`src/rtl/iram_pkg.sv`:
```
// Shared defaults, payload layout and ROB index helpers for the instruction payload RAM.
package iram_pkg;

  localparam int IRAM_LANES     = 2;
  localparam int IRAM_DEPTH     = 16;
  localparam int IRAM_PAYLOAD_W = 51;

  typedef struct packed {
    logic [6:0]  opcode;
    logic [4:0]  ins_type;
    logic        imm_flag;
    logic [31:0] immediate;
    logic [5:0]  dest;
  } payload_t;

  // The lane field sits in the low bits of the ROB index; lane_w is 0 for a single lane.
  function automatic int unsigned rob_lane(input int unsigned rob, input int unsigned lane_w);
    return rob & ((32'd1 << lane_w) - 32'd1);
  endfunction

  function automatic int unsigned rob_pack(input int unsigned rob, input int unsigned lane_w);
    return rob >> lane_w;
  endfunction

endpackage

```
`src/rtl/iram_mp_if.sv`:
```
// Dispatch-write / issue-read bus of the instruction payload RAM.
interface iram_mp_if #(
  parameter int LANES     = 2,
  parameter int DEPTH     = 16,
  parameter int PAYLOAD_W = 51,
  parameter int RPORTS    = 2
);
  localparam int LANE_W = (LANES > 1) ? $clog2(LANES) : 0;
  localparam int PACK_W = $clog2(DEPTH);
  localparam int ROB_W  = PACK_W + LANE_W;

  logic [LANES-1:0]           wr_valid_i;
  logic [PACK_W-1:0]          wr_pack_i;
  logic [LANES*PAYLOAD_W-1:0] wr_payload_i;
  logic                       release_i;
  logic [PACK_W-1:0]          release_pack_i;
  logic                       flush_i;
  logic [RPORTS-1:0]          rd_req_i;
  logic [RPORTS*ROB_W-1:0]    rd_rob_i;
  logic [RPORTS-1:0]          rd_valid_o;
  logic [RPORTS-1:0]          rd_miss_o;
  logic [RPORTS*PAYLOAD_W-1:0] rd_payload_o;

  modport master (
    output wr_valid_i, wr_pack_i, wr_payload_i, release_i, release_pack_i, flush_i,
           rd_req_i, rd_rob_i,
    input  rd_valid_o, rd_miss_o, rd_payload_o
  );

  modport slave (
    input  wr_valid_i, wr_pack_i, wr_payload_i, release_i, release_pack_i, flush_i,
           rd_req_i, rd_rob_i,
    output rd_valid_o, rd_miss_o, rd_payload_o
  );
endinterface

```
`src/rtl/iram_bank.sv`:
```
// One lane of payload storage: DEPTH entries, one write port, RPORTS combinational reads.
// Valid bits are reset/cleared by release and flush; payload storage is never reset.
module iram_bank #(
  parameter int DEPTH     = 16,
  parameter int PAYLOAD_W = 51,
  parameter int RPORTS    = 2,
  localparam int PACK_W   = $clog2(DEPTH)
) (
  input  logic                               cpu_clk_i,
  input  logic                               cpu_rst_i,
  input  logic                               wr_en,
  input  logic [PACK_W-1:0]                  wr_pack,
  input  logic [PAYLOAD_W-1:0]               wr_data,
  input  logic                               release_en,
  input  logic [PACK_W-1:0]                  release_pack,
  input  logic                               flush,
  input  logic [RPORTS-1:0][PACK_W-1:0]      rd_pack,
  output logic [RPORTS-1:0][PAYLOAD_W-1:0]   rd_data,
  output logic [RPORTS-1:0]                  rd_vld
);

  logic [PAYLOAD_W-1:0] mem [DEPTH];
  logic [DEPTH-1:0]     vld;

  // Data is stored even during a flush; only the valid bit is suppressed.
  always_ff @(posedge cpu_clk_i) begin
    if (wr_en) begin
      mem[wr_pack] <= wr_data;
    end
  end

  // Write is applied after release so a same-pack write keeps its entry valid.
  always_ff @(posedge cpu_clk_i or posedge cpu_rst_i) begin
    if (cpu_rst_i) begin
      vld <= '0;
    end else if (flush) begin
      vld <= '0;
    end else begin
      if (release_en) begin
        vld[release_pack] <= 1'b0;
      end
      if (wr_en) begin
        vld[wr_pack] <= 1'b1;
      end
    end
  end

  always_comb begin
    rd_data = '0;
    rd_vld  = '0;
    for (int p = 0; p < RPORTS; p++) begin
      rd_data[p] = mem[rd_pack[p]];
      rd_vld[p]  = vld[rd_pack[p]];
    end
  end

endmodule

```
`src/rtl/iram_mp.sv`:
```
// Multi-port instruction payload RAM: LANES banks, lane mux and registered read results.
// Optional same-cycle write-to-read bypass under `define IRAM_BYPASS_EN.
module iram_mp
  import iram_pkg::*;
#(
  parameter int LANES     = IRAM_LANES,
  parameter int DEPTH     = IRAM_DEPTH,
  parameter int PAYLOAD_W = IRAM_PAYLOAD_W,
  parameter int RPORTS    = 2
) (
  input  logic      cpu_clk_i,
  input  logic      cpu_rst_i,
  iram_mp_if.slave  bus
);

  localparam int LANE_W = (LANES > 1) ? $clog2(LANES) : 0;
  localparam int LSEL_W = (LANES > 1) ? LANE_W : 1;
  localparam int PACK_W = $clog2(DEPTH);
  localparam int ROB_W  = PACK_W + LANE_W;

  logic [LANES-1:0][RPORTS-1:0][PAYLOAD_W-1:0] bank_data;
  logic [LANES-1:0][RPORTS-1:0]                bank_vld;
  logic [RPORTS-1:0][PACK_W-1:0]               rd_pack;
  logic [RPORTS-1:0][LSEL_W-1:0]               rd_lane;
  logic [RPORTS-1:0]                           rd_hit;
  logic [RPORTS-1:0][PAYLOAD_W-1:0]            rd_data;
  logic [RPORTS-1:0][PAYLOAD_W-1:0]            payload_q;
  logic [RPORTS-1:0]                           valid_q;
  logic [RPORTS-1:0]                           miss_q;

  for (genvar l = 0; l < LANES; l++) begin : g_bank
    iram_bank #(
      .DEPTH     (DEPTH),
      .PAYLOAD_W (PAYLOAD_W),
      .RPORTS    (RPORTS)
    ) u_bank (
      .cpu_clk_i    (cpu_clk_i),
      .cpu_rst_i    (cpu_rst_i),
      .wr_en        (bus.wr_valid_i[l]),
      .wr_pack      (bus.wr_pack_i),
      .wr_data      (bus.wr_payload_i[l*PAYLOAD_W +: PAYLOAD_W]),
      .release_en   (bus.release_i),
      .release_pack (bus.release_pack_i),
      .flush        (bus.flush_i),
      .rd_pack      (rd_pack),
      .rd_data      (bank_data[l]),
      .rd_vld       (bank_vld[l])
    );
  end

  always_comb begin
    rd_pack = '0;
    rd_lane = '0;
    for (int p = 0; p < RPORTS; p++) begin
      rd_lane[p] = LSEL_W'(rob_lane(32'(bus.rd_rob_i[p*ROB_W +: ROB_W]), LANE_W));
      rd_pack[p] = PACK_W'(rob_pack(32'(bus.rd_rob_i[p*ROB_W +: ROB_W]), LANE_W));
    end
  end

`ifdef IRAM_BYPASS_EN
  logic [LANES-1:0][PAYLOAD_W-1:0] wr_lane_data;
  assign wr_lane_data = bus.wr_payload_i;
`endif

  // Storage reflects pre-edge state; the bypass then overrides with in-flight write data.
  always_comb begin
    rd_hit  = '0;
    rd_data = '0;
    for (int p = 0; p < RPORTS; p++) begin
      rd_hit[p]  = bank_vld[rd_lane[p]][p];
      rd_data[p] = bank_data[rd_lane[p]][p];
`ifdef IRAM_BYPASS_EN
      if (bus.wr_valid_i[rd_lane[p]] && (bus.wr_pack_i == rd_pack[p])) begin
        rd_hit[p]  = 1'b1;
        rd_data[p] = wr_lane_data[rd_lane[p]];
      end
`endif
    end
  end

  always_ff @(posedge cpu_clk_i or posedge cpu_rst_i) begin
    if (cpu_rst_i) begin
      valid_q   <= '0;
      miss_q    <= '0;
      payload_q <= '0;
    end else begin
      for (int p = 0; p < RPORTS; p++) begin
        valid_q[p] <= bus.rd_req_i[p];
        miss_q[p]  <= bus.rd_req_i[p] & ~rd_hit[p];
        if (bus.rd_req_i[p]) begin
          payload_q[p] <= rd_hit[p] ? rd_data[p] : '0;
        end
      end
    end
  end

  assign bus.rd_valid_o   = valid_q;
  assign bus.rd_miss_o    = miss_q;
  assign bus.rd_payload_o = payload_q;

endmodule

```
`src/flat_wrapper.sv`:
```
// flat-port wrapper written by rule: the top's interface ports become plain ports
module iram_mp_flat import iram_pkg::*;
#(
  parameter int LANES     = IRAM_LANES,
  parameter int DEPTH     = IRAM_DEPTH,
  parameter int PAYLOAD_W = IRAM_PAYLOAD_W,
  parameter int RPORTS    = 2
)
  (cpu_clk_i, cpu_rst_i, bus_wr_valid_i, bus_wr_pack_i, bus_wr_payload_i, bus_release_i, bus_release_pack_i, bus_flush_i, bus_rd_req_i, bus_rd_rob_i, bus_rd_valid_o, bus_rd_miss_o, bus_rd_payload_o);
  iram_mp_if #(.LANES(LANES), .DEPTH(DEPTH), .PAYLOAD_W(PAYLOAD_W), .RPORTS(RPORTS)) bus_i ();
  input  logic cpu_clk_i;
  input  logic cpu_rst_i;
  input wire logic [$bits(bus_i.wr_valid_i)-1:0] bus_wr_valid_i;
  input wire logic [$bits(bus_i.wr_pack_i)-1:0] bus_wr_pack_i;
  input wire logic [$bits(bus_i.wr_payload_i)-1:0] bus_wr_payload_i;
  input wire logic [$bits(bus_i.release_i)-1:0] bus_release_i;
  input wire logic [$bits(bus_i.release_pack_i)-1:0] bus_release_pack_i;
  input wire logic [$bits(bus_i.flush_i)-1:0] bus_flush_i;
  input wire logic [$bits(bus_i.rd_req_i)-1:0] bus_rd_req_i;
  input wire logic [$bits(bus_i.rd_rob_i)-1:0] bus_rd_rob_i;
  output wire logic [$bits(bus_i.rd_valid_o)-1:0] bus_rd_valid_o;
  output wire logic [$bits(bus_i.rd_miss_o)-1:0] bus_rd_miss_o;
  output wire logic [$bits(bus_i.rd_payload_o)-1:0] bus_rd_payload_o;
  assign bus_i.wr_valid_i = bus_wr_valid_i;
  assign bus_i.wr_pack_i = bus_wr_pack_i;
  assign bus_i.wr_payload_i = bus_wr_payload_i;
  assign bus_i.release_i = bus_release_i;
  assign bus_i.release_pack_i = bus_release_pack_i;
  assign bus_i.flush_i = bus_flush_i;
  assign bus_i.rd_req_i = bus_rd_req_i;
  assign bus_i.rd_rob_i = bus_rd_rob_i;
  assign bus_rd_valid_o = bus_i.rd_valid_o;
  assign bus_rd_miss_o = bus_i.rd_miss_o;
  assign bus_rd_payload_o = bus_i.rd_payload_o;
  iram_mp #(.LANES(LANES), .DEPTH(DEPTH), .PAYLOAD_W(PAYLOAD_W), .RPORTS(RPORTS)) u_core (.cpu_clk_i(cpu_clk_i), .cpu_rst_i(cpu_rst_i), .bus(bus_i));
endmodule
```
`config.mk`:
```
export PLATFORM = sky130hd
export DESIGN_NAME = iram_mp_flat
export DESIGN_NICKNAME = d
export VERILOG_FILES = /design/src/rtl/iram_pkg.sv /design/src/rtl/iram_mp_if.sv /design/src/rtl/iram_bank.sv /design/src/rtl/iram_mp.sv /design/src/flat_wrapper.sv
export SDC_FILE = /design/constraint.sdc
export NUM_CORES = 2
export LEC_CHECK = 0
export BUFFER_PORTS_ARGS = -buffer_cell sky130_fd_sc_hd__clkbuf_2
export CORE_MARGIN = 2
export CORE_UTILIZATION = 40
export CTS_BUF_LIST = sky130_fd_sc_hd__clkbuf_16
export CTS_CLUSTER_DIAMETER = 120
export DETAILED_ROUTE_END_ITERATION = 6
export GPL_ROUTABILITY_DRIVEN = 1
export PLACE_DENSITY = 0.56
export SLEW_MARGIN = 15
export SYNTH_ARGS = -nofsm -noshare
export SYNTH_HDL_FRONTEND = slang
export SYNTH_HIERARCHICAL = 1
export SYNTH_SLANG_ARGS = --single-unit
```
`constraint.sdc`:
```
create_clock -name cpu_clk_i -period 6.3 [get_ports cpu_clk_i]
set_input_delay 0.63 -clock cpu_clk_i [delete_from_list [all_inputs] [get_ports cpu_clk_i]]
set_output_delay 0.63 -clock cpu_clk_i [all_outputs]
set_load 0.02 [all_outputs]
```
==> After elaboration in Yosys (flattened, before gate mapping) <==
Memory sizes are Yosys's and may differ from the RTL's.
Cells that the tools add are included.
{ "op_classes": {"n_lt_le_gt_ge": 8, "mux": 34, "bitwise_logic": 9, "reduce_logical": 2} }
{ "ops": {"columns": ["operator", "count"], "rows": [
  ["2-to-1 mux 102 bit", 2],
  ["2-to-1 mux 51 bit", 4],
  ["2-to-1 mux 16 bit", 8],
  ["AND 16 bit", 2],
  ["OR 16 bit", 2],
  ["< comparator 4 x 5 -> 1 bit (second input constant)", 4],
  ["binary-select mux 1 bit (select 4 bit)", 4],
  ["inverter 16 bit", 1],
  ["2-to-1 mux 1 bit", 12],
  ["demux 1 bit (select 4 bit)", 2],
  ["greater-or-equal comparator 4 x 1 -> 1 bit (second input constant)", 2],
  ["< comparator 1 x 2 -> 1 bit (second input constant)", 2],
  ["2-to-1 mux 2 bit", 2],
  ["AND 1 bit", 2],
  ["logical AND 1 bit", 2],
  ["inverter 1 bit", 2]
]} }
{ "word_totals": {"reg_bits": 138, "ram_bits": 1632, "inputBits": 128, "out_inout_bits": 106, "n_memories": 2} }
{ "memory_table": {"columns": ["name", "depth", "width", "rd", "rd_ports_with_merged_regs", "wr", "line_no", "rtl"], "rows": [
  ["u_core.g_bank[0].u_bank.mem", 16, 51, 2, 0, 1, "iram_bank.sv:22", "logic [PAYLOAD_W-1:0] mem [DEPTH];"],
  ["u_core.g_bank[1].u_bank.mem", 16, 51, 2, 0, 1, "iram_bank.sv:22", null]
]} }

==> Depth between registers and ports, before layout <==
{ "logic_depth": {"ltp_word": 11, "ltp_mapped": 10} }

==> Hierarchy <==
Netlist, hierarchy kept.
{ "by_module_without_submodules": {"columns": ["module", "instances", "cells_per_inst", "area_each_um2", "seq_area_each_um2"], "rows": [
  ["iram_bank (u_core.g_bank[1].u_bank)", 1, 1790, 37403.4, 24903.9],
  ["iram_bank (u_core.g_bank[0].u_bank)", 1, 1790, 37389.6, 24903.9],
  ["iram_mp", 1, 353, 4795.8, 2652.5]
]} }

==> Worst setup path before layout <==
Ideal clock, no wire load.
{ "synth_path": {"kind": "input to register", "startpoint": "in bus_rd_rob_i[1]", "endpoint": "reg u_core.payload_q (netlist bit u_core/bus.rd_payload_o[0])", "t_arrival_ps": 2623, "t_required_ps": 6174, "slack_ps": 3551, "stages": 9, "cell_sequence": "buf_2 -> buf_2 -> mux4_2 -> a22oi_1 -> nand2_1 -> and3b_1 -> buf_6 -> buf_8 -> a221o_1"} }
{ "synth_rtl": {"columns": ["element", "line_no", "rtl"], "rows": [
  ["start: declaration", "flat_wrapper.sv:20", "input wire logic [$bits(bus_i.rd_rob_i)-1:0] bus_rd_rob_i;"],
  ["end signal: indexed assignment", "iram_mp.sv:91", "payload_q[p] <= rd_hit[p] ? rd_data[p] : '0;"],
  ["end: declaration", "iram_mp.sv:27", "logic [RPORTS-1:0][PAYLOAD_W-1:0] payload_q;"]
]} }

==> impl_metrics.ini <==
[grt]
grt_pass1_vias = 44760
grt_pass1_wl_um = 335700
overflow = 0
grt_usage_pct = 23.34
grt_max_degree = 97
antenna_found_initial = 32

[synth]
syn-cell-area_mm2 = 0.07959
syn_area_per_cell_um2 = 20.24
yosysWarningCount = 6
yosysSeqAreaShare_pct = 65.91
syn_nets = 4061
yosysTopAreaCell = edfxtp_1
synth_cell_types = 32
yosysTopAreaCellShare_pct = 61.58
ys_seq_elements = 1770
synthTopCellsByArea = edfxtp_1 (62%), mux4_2 (24%), dfrtp_1 (4.3%), a22oi_1 (3.9%), a221o_1 (1.3%)
synthCells = 3933

[cells_and_area]
fin_nets = 4248
multi_input_area_mm2 = 0.02528
final_common_cell = edfxtp_1
final_cell_mix = edfxtp_1 (1,632), mux4_2 (832), a22oi_1 (416)
postLayoutCoreUtil_pct = 45.02
nFillCells = 16590
final_layout_size_suffix_gt1_share_pct = 33.91
final_cells = 6919
seqCellArea_mm2 = 0.05246
area_growth_pct = 11.78

[critical_path]
end_kind = flop
max_stage_delay_ns = 0.90
crit_required_ns = 7.06
r2r_cells = 5
critPathMaxFanout = 51
path_cells = clkbuf_2, nor2b_4, a22oi_1, nand2_1, and3_2, a221o_1
crit_type = in -> reg
reg2reg_to = u_core/bus.rd_payload_o[74]
cp-start-kind = primary input
r2r-start = u_core/g_bank[0].u_bank/vld[3]
reg2reg_slack_ns = 3.79
slowest_stage = and3_2
cp.arrival_ns = 3.46

[timing]
fin_tns_setup_ns = 0
whs_ns = 0.1856
setup_ws_ns = 3.596
max_freq_ghz = 0.3698
hold_viol = 0
setup_viol = 0
relSlewSlack_pct = 26.26
rsz0062_at_grt = no
post-route-period-util_pct = 42.92
period_minus_slack_ns = 2.704
finalMaxSlewViolations = 0
tightest_slew_ns = 1.106
clock_skew_ns = 0.02962

[pwr]
switchingPower_mw = 5.891
seqPwrFrac_pct = 51.7
p_leak_nw = 29.37
power.density_mw_per_mm2 = 286.7
p_comb_share_pct = 8.2
p_clk_share_pct = 40.1
swShare_pct = 23.10
ir_drop_mv = 0.2723
p_int_mw = 19.62

[clock_tree]
h-tree-depth = 4
cts_post_setup_buffers_inserted = 0
clk_path_buf_depth = 3
path_clk_slew_ns = 0.06
cts-root-buf = clkbuf_16
cts.sinks = 1770
insertion_delay_ns = 0.84
cts_tree = done
cts_buffers = 182

[min_path]
worst_hold_path_type = in -> reg
hold_end = u_core/bus.rd_miss_o[0]
hold_start = bus_rd_rob_i[0]
hold-path-cell-count = 3

[die]
num_rows = 163
io_pins = 234
die-area_mm2 = 0.2026
coreArea_mm2 = 0.1976
dieHeight_um = 450.1
die_w_um = 450.1
initial_core_util_pct = 40.27

[drt]
wirelength_um = 237800
ant_nets = 0
drt-initial-drc-count = 4725
vias_per_cell = 6.246
vias = 43210
avgRoutedWirePerCell_um = 34.36
firstDrtPassIters = 5
remaining_drc_errors = 0

[placed_design]
port_buffers = 233
pre_cts_ws_ns = 2.828
dp.cells = 6575
hpwlAfterDp_um = 139400
place.gp.congestion = 0.9175

[job]
cap_violations = 0

[status]
status = complete, no violations
stage by stage:
step           cell area (um^2)  power, mW
2_1_floorplan             79590      14.68
3_3_place_gp              83310      15.49
3_5_place_dp              83310      15.52
4_1_cts                   88940      25.72
5_1_grt                   88960      26.29
6_report                  88960      25.51
Yosys cell counts:
cell / count
buf_8: 10
buf_1: 16
mux4_2: 832
dlymetal6s2s_1: 10
nand4_1: 2
and2b_2: 4
and2b_1: 38
buf_4: 31
a221o_2: 2
clkbuf_1: 126
buf_6: 27
nand3_1: 10
nand2_1: 234
and3_1: 4
or2_2: 2
a22oi_1: 416
a221o_1: 100
mux2i_1: 2
or3b_2: 2
nor2_1: 6
dfrtp_1: 138
nand3b_1: 4
nor2b_1: 72
and2_1: 6
inv_1: 37
and3b_1: 6
buf_2: 94
edfxtp_1: 1632
nand2b_1: 4
nor3b_1: 2
a21oi_1: 32
o21ai_0: 32
kinds of logic after synthesis:
logic type / share of synthesized area, %
AO/OA/AOI/OAI: 5.612
buffers and inverters: 2.456
flip-flops: 65.91
multiplexers: 23.57
AND/OR/NAND/NOR: 2.449
layout make-up:
cell class | instances | share of cell area, %
clock inverters | 145 | 1.000
well taps | 2640 | 3.713
repair buffers | 317 | 2.307
flip-flops and latches | 1770 | 58.97
inverters | 37 | 0.2518
multi-input cells | 1812 | 28.42
clock buffers | 189 | 5.316
diodes | 9 | 0.02532
repair_timing:
action	4_1_cts	5_1_grt
gates resized for setup	0	0
hold endpoints to repair	81	0
hold buffers	1	0
metal layers:
layer | GRT usage (%) | up-vias | wire length [um]
met5 | 0 | - | 96
met4 | 10.40 | 18 | 11100
met3 | 3.897 | 415 | 16550
met2 | 38.42 | 1775 | 117300
met1 | 30.60 | 23530 | 92740
li1 | - | 17480 | -
state kept, by name, summed over array words and instances (netlist names):
name                      count
u_core/bus.rd_valid_o         2
u_core/g_bank.u_bank/mem   1632
u_core/bus.rd_miss_o          2
u_core/bus.rd_payload_o     102
u_core/g_bank.u_bank/vld     32
worst max-delay path: cells and delay by family:
family	cells	cell delay, ns
AO/OA/AOI/OAI	2	0.55
buffers and inverters	1	0.27
AND/OR/NAND/NOR	3	1.92
power by group through the flow:
| stage | sequential (mW) | combinational (mW) | clock [mW] |
|---|---|---|---|
| final | 13.2 | 2.09 | 10.2 |
| after floorplan | 13.4 | 1.27 | 0 |
| after detailed placement | 13.4 | 2.09 | 0 |
| after CTS | 13.2 | 2.09 | 10.4 |
| after global placement | 13.4 | 2.08 | 0 |
| after global routing | 13.2 | 2.20 | 10.9 |
worst max path at each step:
stage | from | endpoint | slack (ns) | depth (start not counted)
after floorplan | cpu_rst_i | u_core/bus.rd_miss_o[0] | 2.88 | 1
after global placement | bus_rd_rob_i[9] | u_core/bus.rd_payload_o[70] | 2.80 | 6
after detailed placement | bus_rd_rob_i[9] | u_core/bus.rd_payload_o[74] | 2.83 | 6
after CTS | bus_rd_rob_i[9] | u_core/bus.rd_payload_o[82] | 3.72 | 6
after global routing | bus_rd_rob_i[9] | u_core/bus.rd_payload_o[74] | 3.52 | 6
final | bus_rd_rob_i[9] | u_core/bus.rd_payload_o[74] | 3.60 | 6
Power figures use the tool's default switching activity.
